## config.mk

```make
export PLATFORM = sky130hd
export DESIGN_NAME = mux_nx1_scan
export DESIGN_NICKNAME = d
export VERILOG_FILES = /design/src/rtl/mux_nx1_scan_pkg.sv /design/src/rtl/mux_nx1_scan_comb.sv /design/src/rtl/mux_nx1_scan.sv
export SDC_FILE = /design/constraint.sdc
export NUM_CORES = 1
export LEC_CHECK = 0
export CAP_MARGIN = 15
export CORE_MARGIN = 10
export CORE_UTILIZATION = 45
export CTS_BUF_LIST = sky130_fd_sc_hd__clkbuf_16
export DETAILED_ROUTE_END_ITERATION = 12
export PLACE_DENSITY = 0.75
export SYNTH_ARGS = -nofsm -noshare
export SYNTH_HDL_FRONTEND = slang
export SYNTH_SLANG_ARGS = --single-unit
```

## constraint.sdc

```tcl
create_clock -name clk -period 2.8 [get_ports clk]
set_clock_uncertainty 0.15 [all_clocks]
set_input_delay 0.7 -clock clk [delete_from_list [all_inputs] [get_ports clk]]
set_output_delay 0.7 -clock clk [all_outputs]
set_load 0.05 [all_outputs]
```

## src/rtl/mux_nx1_scan_pkg.sv

```systemverilog
// Shared types and defaults for the N:1 scanning multiplexer (package mux_pkg).
package mux_pkg;

    typedef enum logic {
        IDLE = 1'b0,
        SCAN = 1'b1
    } state_t;

    localparam logic MODE_DIRECT = 1'b0;
    localparam logic MODE_SCAN   = 1'b1;

    localparam int N_DEFAULT     = 16;
    localparam int W_DEFAULT     = 1;
    localparam int DWELL_DEFAULT = 4;

endpackage

```

## src/rtl/mux_nx1_scan_comb.sv

```systemverilog
// Purely combinational N:1 channel selector; an out-of-range select yields zero.
module mux_nx1_comb #(
    parameter int N  = 16,
    parameter int W  = 1,
    parameter int SW = $clog2(N)
) (
    input  logic [N*W-1:0] in,
    input  logic [SW-1:0]  sel,
    output logic [W-1:0]   out
);

    always_comb begin
        out = '0;
        for (int k = 0; k < N; k++) begin
            if (int'(sel) == k) begin
                out = in[k*W +: W];
            end
        end
    end

endmodule

```

## src/rtl/mux_nx1_scan.sv

```systemverilog
// N:1 mux with direct select and timed scan modes behind a one-deep valid/ready output slot.
// Optional parity output enabled by defining MUX_NX1_SCAN_PARITY_EN.
module mux_nx1_scan
    import mux_pkg::*;
#(
    parameter int N     = N_DEFAULT,
    parameter int W     = W_DEFAULT,
    parameter int DWELL = DWELL_DEFAULT,
    localparam int SW   = $clog2(N)
) (
    input  logic           clk,
    input  logic           rst,
    input  logic [N*W-1:0] in,
    input  logic [SW-1:0]  sel,
    input  logic           mode,
    input  logic           start,
    input  logic           out_ready,
    output logic [W-1:0]   out_data,
    output logic [SW-1:0]  out_sel,
    output logic           out_valid,
`ifdef MUX_NX1_SCAN_PARITY_EN
    output logic           out_par,
`endif
    output logic           busy
);

    localparam logic [7:0]    DWELL_LAST = 8'(DWELL - 1);
    localparam logic [SW-1:0] CH_LAST    = SW'(N - 1);

    state_t        state_q, state_d;
    logic [SW-1:0] ch_q, ch_d;
    logic [7:0]    dwell_q, dwell_d;
    logic [W-1:0]  data_q, data_d;
    logic [SW-1:0] osel_q, osel_d;
    logic          valid_q, valid_d;
    logic          busy_q, busy_d;
    logic          slot_free;
    logic          capture;
    logic [SW-1:0] mux_sel;
    logic [W-1:0]  mux_out;

    // The scan counter owns the selector while scanning, the sel port otherwise.
    assign mux_sel   = (state_q == SCAN) ? ch_q : sel;
    assign slot_free = !valid_q || out_ready;

    mux_nx1_comb #(
        .N  (N),
        .W  (W),
        .SW (SW)
    ) u_sel (
        .in  (in),
        .sel (mux_sel),
        .out (mux_out)
    );

    always_comb begin
        state_d = state_q;
        ch_d    = ch_q;
        dwell_d = dwell_q;
        data_d  = data_q;
        osel_d  = osel_q;
        valid_d = valid_q;
        busy_d  = busy_q;
        capture = 1'b0;

        if (out_ready) begin
            valid_d = 1'b0;
        end

        case (state_q)
            IDLE: begin
                if (mode == MODE_DIRECT) begin
                    capture = slot_free;
                end else if (start) begin
                    state_d = SCAN;
                    busy_d  = 1'b1;
                    ch_d    = '0;
                    dwell_d = '0;
                end
            end
            SCAN: begin
                if (dwell_q != DWELL_LAST) begin
                    dwell_d = dwell_q + 8'd1;
                end else if (slot_free) begin
                    // Counters only move on a successful capture, so a stall loses nothing.
                    capture = 1'b1;
                    dwell_d = '0;
                    if (ch_q == CH_LAST) begin
                        state_d = IDLE;
                        busy_d  = 1'b0;
                        ch_d    = '0;
                    end else begin
                        ch_d = ch_q + 1'b1;
                    end
                end
            end
            default: state_d = IDLE;
        endcase

        if (capture) begin
            data_d  = mux_out;
            osel_d  = mux_sel;
            valid_d = 1'b1;
        end
    end

    always_ff @(posedge clk or posedge rst) begin
        if (rst) begin
            state_q <= IDLE;
            ch_q    <= '0;
            dwell_q <= '0;
            data_q  <= '0;
            osel_q  <= '0;
            valid_q <= 1'b0;
            busy_q  <= 1'b0;
        end else begin
            state_q <= state_d;
            ch_q    <= ch_d;
            dwell_q <= dwell_d;
            data_q  <= data_d;
            osel_q  <= osel_d;
            valid_q <= valid_d;
            busy_q  <= busy_d;
        end
    end

    assign out_data  = data_q;
    assign out_sel   = osel_q;
    assign out_valid = valid_q;
    assign busy      = busy_q;

`ifdef MUX_NX1_SCAN_PARITY_EN
    logic par_q;

    always_ff @(posedge clk or posedge rst) begin
        if (rst) begin
            par_q <= 1'b0;
        end else begin
            par_q <= ^data_d;
        end
    end

    assign out_par = par_q;
`endif

endmodule

```

==> results_dict.tcl <==
set metrics [dict create \
    path_class "flop to flop" \
    grt_use_total 0.1227 \
    ios 32 \
    synthTopCellsByArea "dfrtp_1 (40%), o21ai_0 (8.1%), nand2_1 (6.7%)" \
    final_common_cell "clkdlybuf4s50_1" \
    grt_pass1_wl_mm 5.444 \
    clock.fmax_mhz 420.5 \
    finalSetupViolations 0 \
    cts_max_level 1 \
    synth-seq-area-share 0.4032 \
    final-max-slew-violation-count 0 \
    rows 18 \
    place.gp.congestion 0.7759 \
    dieWidth_um 72.52 \
    cts_num_sinks 20 \
    powerDensity_nw_per_um2 985.3 \
    hp-class "flop to flop" \
    cts.repair.resized 0 \
    syn_area_um2 1241 \
    insertion_delay_ps 250 \
    yosys.cell_types.count 42 \
    syn_avg_cell_area_um2 8.803 \
    fin_crit_sh 0.8492 \
    grt_overflow 0 \
    path_clk_slew_ps 60 \
    final_cell_mix "clkdlybuf4s50_1 (31), nand2_1 (22), o21ai_0 (20), dfrtp_1 (20), nor2_1 (7)" \
    worstMarginPinSlew_ps 777.1 \
    fillers 226 \
    fin_cells 204 \
    critPathCaptureType "flop" \
    outcome "completed" \
    setup_tns_ps 0 \
    antenna_found_initial 0 \
    peakVddDrop_mv 0.5871 \
    async_flop_share 1.000 \
    yosysTopAreaCellShare 0.4032 \
    p_leak_nw 0.7268 \
    hold_buffers 0 \
    area_delta_synth_final_pct 35.89 \
    synth_area_leader_cell "dfrtp_1" \
    slew-limit-headroom 0.4814 \
    synth_enable_flop_cells 0 \
    clock_path_buffers 2 \
    die_area_um2 5259 \
    io_buffers 31 \
    finalHoldViolations 0 \
    arrival_ps 2380 \
    die_h_um 72.52 \
    syn_inst 141 \
    ys.warnings.count 0 \
    n_antenna_cell 0 \
    hpwl_mm 2.498 \
    drtIter0Drc 51 \
    wirelength_mm 3.245 \
    routed-via-count 1192 \
    maxCapViolCount 0 \
    tritoncts "done" \
    core-area_um2 2545 \
    synth_nets 168 \
    cts_root_buf "clkbuf_16" \
    drive_above_1_share 0.09195 \
    fin_crit_ps 2378 \
    startpoint_type "flop" \
    cp.required_ps 2810 \
    post_drt_wl_per_cell_um 15.91 \
    ant_nets 0 \
    start_util 0.4877 \
    synthFlopType "dfrtp_1" \
    grt_pass1_vias 1179 \
    viasPerCell 5.843 \
    nets 202 \
    rsz0062_at_grt "no" \
    ys_ff_latch 20 \
    cts_setup_buffers 0 \
    dp.cells 200 \
    grt_max_degree 21 \
    first_pass_iters 4 \
    crit_fanout 10 \
    drc 0 \
    cts_buffers 3 \
]
-- flip-flops by register name, indices dropped and copies added (netlist names) --
name       cells
busy           1
ch_q           4
dwell_q        8
out_data       1
out_sel        4
out_valid      1
state_q        1
-- metal layers --
| metal | vias up | wire length, µm | share of wire | GRT usage |
|---|---|---|---|---|
| met5 | - | 0 | 0 | 0 |
| met4 | 0 | 38 | 0.012 | 0.03165 |
| met3 | 6 | 182 | 0.056 | 0.03810 |
| met2 | 31 | 1682 | 0.52 | 0.2033 |
| met1 | 567 | 1342 | 0.41 | 0.1496 |
| li1 | 588 | - | - | - |
-- final timing paths --
kind                       cells after the start                    from  slack, ps                      to
setup / recovery                               4  dwell_q[5]$_DFFE_PP0P_        420    out_data$_DFFE_PP0P_
hold / removal                                 2  out_sel[1]$_DFFE_PP0P_        330  out_sel[1]$_DFFE_PP0P_
setup reg to reg                               4  dwell_q[5]$_DFFE_PP0P_        420    out_data$_DFFE_PP0P_
hold reg to reg                                2  out_sel[1]$_DFFE_PP0P_        330  out_sel[1]$_DFFE_PP0P_
max in group asynchronous                      2                     rst       1260     ch_q[0]$_DFFE_PP0P_
min in group asynchronous                      2                     rst        750  out_sel[2]$_DFFE_PP0P_
-- critical path, cell delays in order (launching register included) --
cell and delay, ps:
dfrtp_1 440, or3_4 420, o41ai_2 530, nand3_1 420, o31ai_1 320
-- cell families after synthesis --
kind of cell | share of synthesized area
and+or+nand+nor | 0.2419
AOI/OAI and AO/OA | 0.2490
DFF | 0.4032
buffers and inverters | 0.03326
muxes | 0.05242
adders and majority gates | 0.02016
-- Yosys cell counts (all sizes together), types with 3 or more instances --
master   n
nor3     3
a21oi    7
dfrtp   20
buf      4
or3      3
and3     3
nor2     8
nand2b   5
o21ai   22
nand3    4
mux2i    5
a31oi    4
nand2   22
inv      3
-- cell type report --
type | count | area, µm² | area share
sequential | 20 | 500.5 | 0.2967
multi-input combinational | 113 | 699.4 | 0.4147
inverter | 3 | 11.26 | 0.006677
tap | 30 | 37.54 | 0.02226
timing repair buffer | 34 | 332.8 | 0.1973
clock buffer | 3 | 75.07 | 0.04451
clock inverter | 1 | 30.03 | 0.01780
-- stage by stage --
step           cell area [µm²]  total power, mW  utilization  worst slack (ps)  hold WS, ps
6_report                  1687            1.662       0.6627             422.2        328.2
5_1_grt                   1687            1.790       0.6627             229.6        357.6
4_1_cts                   1687            1.671       0.6627             393.0        334.4
3_5_place_dp              1582            1.267       0.6214             209.1        320.7
3_3_place_gp              1582            1.245       0.6214             256.2        312.7
2_1_floorplan             1241            1.035            -             675.7        301.5
-- power by group --
part,switching (mW),leakage (nW),internal (mW)
combinational,0.444,0.428,0.315
sequential,0.115,0.247,0.394
clock,0.111,0.0511,0.284
total,0.669,0.727,0.993
Power figures use the tool's default switching activity.
